--- src/rtl/serial_add_pkg.sv ---
// Shared types for the bit-serial adder controller.
// FSM state encoding and the default operand width.
package serial_add_pkg;

  localparam int SA_WIDTH_DEF = 8;

  typedef enum logic [1:0] {
    IDLE = 2'd0,
    RUN  = 2'd1,
    DONE = 2'd2
  } sa_state_e;

endpackage

--- src/rtl/serial_adder_ctrl.sv ---
// Bit-serial add controller wrapped around an external
// one-bit full-adder cell: start/busy/done, LSB first.
module serial_adder_ctrl
  import serial_add_pkg::*;
#(
  parameter int WIDTH = SA_WIDTH_DEF
) (
  input  logic             clk_i,
  input  logic             rst_ni,
  input  logic             start_i,
  input  logic [WIDTH-1:0] a_i,
  input  logic [WIDTH-1:0] b_i,
  input  logic             cin_i,
  output logic             busy_o,
  output logic             done_o,
  output logic [WIDTH-1:0] sum_o,
  output logic             cout_o,
  output logic             fa_a_o,
  output logic             fa_b_o,
  output logic             fa_ci_o,
  input  logic             fa_sum_i,
  input  logic             fa_co_i
);

  localparam int CW = $clog2(WIDTH);

  sa_state_e        state_q;
  sa_state_e        state_d;
  logic [WIDTH-1:0] a_sh;
  logic [WIDTH-1:0] b_sh;
  logic [WIDTH-1:0] sum_sh;
  logic [WIDTH-1:0] sum_nxt;
  logic [WIDTH-1:0] sum_q;
  logic             carry_q;
  logic             cout_q;
  logic [CW-1:0]    cnt;
  logic             last;

  assign last    = (cnt == CW'(WIDTH - 1));
  assign sum_nxt = {fa_sum_i, sum_sh[WIDTH-1:1]};

  always_ff @(posedge clk_i or negedge rst_ni) begin
    if (!rst_ni) begin
      state_q <= IDLE;
    end else begin
      state_q <= state_d;
    end
  end

  always_comb begin
    state_d = state_q;
    unique case (state_q)
      IDLE: if (start_i) state_d = RUN;
      RUN:  if (last) state_d = DONE;
      DONE: state_d = IDLE;
      default: state_d = IDLE;
    endcase
  end

  always_ff @(posedge clk_i or negedge rst_ni) begin
    if (!rst_ni) begin
      a_sh    <= '0;
      b_sh    <= '0;
      sum_sh  <= '0;
      sum_q   <= '0;
      carry_q <= 1'b0;
      cout_q  <= 1'b0;
      cnt     <= '0;
    end else begin
      unique case (state_q)
        IDLE: begin
          if (start_i) begin
            a_sh    <= a_i;
            b_sh    <= b_i;
            carry_q <= cin_i;
            cnt     <= '0;
            sum_sh  <= '0;
          end
        end
        RUN: begin
          sum_sh  <= sum_nxt;
          carry_q <= fa_co_i;
          a_sh    <= a_sh >> 1;
          b_sh    <= b_sh >> 1;
          cnt     <= cnt + 1'b1;
          // result registers move only on the final bit
          if (last) begin
            sum_q  <= sum_nxt;
            cout_q <= fa_co_i;
          end
        end
        default: ;
      endcase
    end
  end

  assign busy_o  = (state_q == RUN);
  assign done_o  = (state_q == DONE);
  assign sum_o   = sum_q;
  assign cout_o  = cout_q;
  assign fa_a_o  = busy_o & a_sh[0];
  assign fa_b_o  = busy_o & b_sh[0];
  assign fa_ci_o = busy_o & carry_q;

endmodule

--- config.mk ---
export PLATFORM = sky130hd
export DESIGN_NAME = serial_adder_ctrl
export DESIGN_NICKNAME = d
export VERILOG_FILES = /design/src/rtl/serial_add_pkg.sv /design/src/rtl/serial_adder_ctrl.sv
export SDC_FILE = /design/constraint.sdc
export NUM_CORES = 1
export LEC_CHECK = 0
export BUFFER_PORTS_ARGS = -buffer_cell sky130_fd_sc_hd__buf_4
export CORE_MARGIN = 3
export CORE_UTILIZATION = 37
export DETAILED_ROUTE_END_ITERATION = 8
export GPL_TIMING_DRIVEN = 1
export MAX_ROUTING_LAYER = met4
export PLACE_DENSITY = 0.54
export SLEW_MARGIN = 10
export SYNTH_ARGS = -nofsm -noshare
export SYNTH_HDL_FRONTEND = slang
export SYNTH_SLANG_ARGS = --single-unit
--- constraint.sdc ---
create_clock -name clk_i -period 3.2 [get_ports clk_i]
set_clock_uncertainty 0.2 [all_clocks]
set_input_delay 0.32 -clock clk_i [delete_from_list [all_inputs] [get_ports clk_i]]
set_output_delay 0.32 -clock clk_i [all_outputs]
set_load 0.02 [all_outputs]
After elaboration in Yosys (flattened, before gate mapping)

Index checks and enable logic that the tools add are counted.

Bits in registers: 39
Input port bits: 22
Logic and storage cells: 35

Add/sub/neg operators: 1
Equality and inequality tests: 5
Multiplexer cells: 13
Bitwise logic cells: 3
Reductions and logical operators: 5

Operators with widths:

| operator                                                                 | count |
|---|---|
| 8-bit one-hot mux with 2 select lines                                    | 3 |
| 8-bit two-way mux                                                        | 3 |
| 3-bit one-hot mux with 2 select lines                                    | 1 |
| 2-bit AND reduction                                                      | 3 |
| 2-bit two-way mux                                                        | 2 |
| 2-bit one-hot mux with 2 select lines                                    | 1 |
| 3-bit by 1-bit adder with 3-bit output (second input constant)           | 1 |
| 1-bit bitwise AND                                                        | 3 |
| 3-bit equality test (second input constant)                              | 1 |
| 3-bit two-way mux                                                        | 1 |
| 2-bit by 1-bit equality test with 1-bit output (second input constant)   | 1 |
| 2-bit equality test (second input constant)                              | 1 |
| 2-bit zero test                                                          | 1 |
| 2-bit by 1-bit inequality test with 1-bit output (second input constant) | 1 |
| 2-bit inequality test (second input constant)                            | 1 |
| 1-bit one-hot mux with 2 select lines                                    | 1 |
| 2-bit nonzero test                                                       | 1 |
| 1-bit two-way mux                                                        | 1 |

Longest topological paths before layout

Depth after elaboration: 3
Depth in mapped cells: 5
Mapped depth without buffers: 4

Least setup slack after synthesis

OpenSTA, ideal clock, no wires.

Path kind: reg-to-reg
From: reg cnt[0]
To: reg cout_q (netlist: cout_o)
Library setup time: 125 ps
Data arrival time: 1295 ps
Data required time: 2875 ps
Setup slack: 1580 ps
Cell stages (with the launch flop): 6
Path through: dfrtp_1 > ha_1 > ha_1 > nand3b_4 > buf_6 > mux2_4

Longest elaborated chain between the ends: 2

Ends and longest elaborated chain:

| element                              | line                    | source |
|---|---|---|
| start: declaration                   | serial_adder_ctrl.sv:36 | `logic [CW-1:0] cnt;` |
| start signal: assignment             | serial_adder_ctrl.sv:85 | `cnt <= cnt + 1'b1;` |
| 3-bit equality test                  | serial_adder_ctrl.sv:39 | `assign last = (cnt == CW'(WIDTH - 1));` |
| 2-bit AND reduction (no source line) | --                      |  |
| end signal: assignment               | serial_adder_ctrl.sv:89 | `cout_q <= fa_co_i;` |
| end: declaration                     | serial_adder_ctrl.sv:35 | `logic cout_q;` |

No other way between the ends.
A chain may end at the register's enable or synchronous reset.

Worst setup path in the final report

From: reg state_q[1]
To: out done_o

Longest elaborated chain between the ends: 1

Ends and longest elaborated chain:

| element                  | line                    | source |
|---|---|---|
| start: declaration       | serial_adder_ctrl.sv:27 | `sa_state_e state_q;` |
| start signal: assignment | serial_adder_ctrl.sv:46 | `state_q <= state_d;` |
| 2-bit equality test      | serial_adder_ctrl.sv:98 | `assign done_o = (state_q == DONE);` |
| end: declaration         | serial_adder_ctrl.sv:15 | `output logic done_o,` |

No other way between the ends.

==> impl_metrics.yaml <==
setup_path:
  crit_path_end_kind: "output port"
  path_class: "flop to output port"
  cp_data_arrival_time_ns: 1.80
  critical_path_required_ns: 2.68
  critPathLaunchType: "flop"
  worstPathMaxFanout: 21
  r2r_start: "state_q[0]"
  cp-startpoint: "state_q[1]"
min_path:
  hold_path_class: "input pin to flop"
  hold_start: "a_i[7]"
yosys:
  synthXorXnorAreaFrac: 0
  synth_edf_count: 0
  avgSynthCellArea_um2: 13.5
  ys_types: 24
  synth-adder-area-share: 0.0127
  ys_seq_elements: 38
  async_flop_share: 1.00
  netlist_top_cells_area: "dfrtp_1 48%, nor4b_2 9.2%, a211oi_2 7.0%"
  synth_top_area_share: 0.484
  yosysTopAreaCell: "dfrtp_1"
  syn-instance-count: 146
  synth_top_family_by_area: "simple AND/OR/NAND/NOR gates"
  synth_common_cells: "38 x dfrtp_1, 16 x inv_1, 15 x nor3b_1"
  synth_nets: 170
  syn-cell-area_um2: 1960
  synth-simple-area-share: 0.199
  yosysSeqAreaShare: 0.484
  synth_compound_area_frac: 0.147
  synthMuxAreaShare: 0.0745
  yosysMostFrequentCell: "dfrtp_1"
  yosysWarnings: 0
  ys.flop_type: "dfrtp_1"
clock_tree:
  h-tree-depth: 2
  tritoncts: "done"
  numCtsBuffers: 5
  cts.repair.resized: 0
  cts-root-buf: "clkbuf_8"
  clock_latency_ns: 0.28
  cts.path.max_buffers: 2
  clock-sinks: 38
  cts.clk_slew.worst_paths_ns: 0.07
global_routing:
  grt_use_total: 0.130
  grt_overflow_total: 0
  grt_pass1_wl_mm: 6.24
  grt_max_degree: 39
  antenna_found_initial: 0
  grt_pass1_vias: 1275
run_status:
  status: "complete, no violations"
sta:
  slew_headroom: 0.473
  period_needed_ns: 2.32
  drv_slew: 0
  grt_setup_unrepaired: "no"
  tightest_slew_ns: 0.791
  min_period_over_period: 0.726
  max_freq_mhz: 430
  hold_viol_final: 0
  setup_viol: 0
  tns_ns: 0
place:
  port_buffers: 35
  dp.cells: 237
  dp_hpwl_mm: 2.32
  routabilityCongestion: 0.684
  dpl_cell_area_um2: 2230
power:
  p_leak_nw: 1.08
  power_density_nw_per_um2: 925
  vdd_drop_max_v: 0.000430
die:
  row_count: 25
  die-area_um2: 6220
  core_area_um2: 4910
  die_w_um: 78.9
  initial_core_util: 0.400
  io_pins: 36
  die_y_um: 78.9
drt:
  vias: 1249
  antenna_left: 0
  first_iter_violations: 58
  finalWirelength_mm: 3.50
  avgRoutedWirePerCell_um: 14.2
  routed_via_density: 5.08
  drtPass1Iterations: 4
  drc_errors: 0
run:
  drv_cap: 0
finish:
  antenna_cells: 0
  multiInputGateArea_um2: 851
  drive_gt1_frac: 0.453
  area_growth_pct: 18.5
  finalNonFillerCells: 246
  design_area_um2: 2330
  nNetsFinal: 202
  regArea_um2: 951
  fillers: 480
-- placed cells by master, fill, tap and decap left out, types with 2 or more instances in the layout --
cell and n:
nand2b_1 2, buf_4 37, nor3b_1 15, dfrtp_1 38, a211oi_2 11, inv_1 16
ha_1 2, a22o_1 11, mux2_4 9, clkbuf_8 6, a211oi_1 3, and2_1 3
nor4b_1 3, nor4b_2 12
-- metal layers --
metal	part of all wire	GRT usage	up-vias
met5	0	-	-
met4	0.011	0.0412	0
met3	0.041	0.0283	6
met2	0.48	0.195	29
met1	0.47	0.177	627
li1	-	-	587
-- worst paths after layout --
path                             to  slack [ns]  depth (start not counted)
min reg2reg                  cnt[1]        0.31                          1
min in group asynchronous  sum_o[5]        0.34                          2
max in group asynchronous   b_sh[1]        2.13                          2
max reg2reg                  cnt[0]        1.22                          3
min                         a_sh[7]        0.06                          2
max                          done_o        0.88                          3
-- logic make-up after synthesis --
kind of cell | Yosys count
AOI/OAI and AO/OA | 28
adders and majority gates | 2
buffers and inverters | 30
DFF | 38
muxes | 10
and+or+nand+nor | 38
-- final cells by class --
cell class	count	area share
flip-flops and latches	38	0.408
multi-input cells	78	0.365
repair buffers	38	0.124
clock buffers	7	0.0371
well taps	67	0.0360
inverters	17	0.0274
clock inverters	1	0.00215
-- stage by stage --
stage / setup slack (ns) / total power, mW / utilization / hold slack [ns]
finish: 0.876 / 2.15 / 0.474 / 0.0554
global route: 0.754 / 2.33 / 0.474 / 0.0513
CTS: 0.855 / 2.19 / 0.474 / 0.0479
detailed placement: 1.17 / 1.85 / 0.454 / 0.122
global placement: 1.22 / 1.82 / 0.454 / 0.119
floorplan: 1.58 / 1.60 / - / -0.176
-- registers in the layout, summed over array words and instances, names as in the netlist --
name,flops
cout_o,1
sum_sh,7
state_q,2
cnt,3
carry_q,1
b_sh,8
sum_o,8
a_sh,8
-- power breakdown --
part           switching (mW)  total (mW)  internal (mW)  leakage (nW)
Sequential              0.147       0.850          0.703         0.462
Combinational           0.478       0.971          0.492         0.570
Clock                   0.159       0.333          0.174        0.0482
Total                   0.785        2.15           1.37          1.08
-- worst max-delay path, cell delays in order, from the launching register on --
cell and delay [ns]:
dfrtp_1 0.86, buf_4 0.36, nor2b_1 0.16, buf_4 0.15
-- timing repair --
item | in CTS | in global routing
hold endpoints to repair | 38 | 0
buffers inserted | 0 | 0
hold buffers | 1 | 0
endpoints found under the setup margin | 0 | 0
Note: power is estimated with default switching activity, not from simulation.
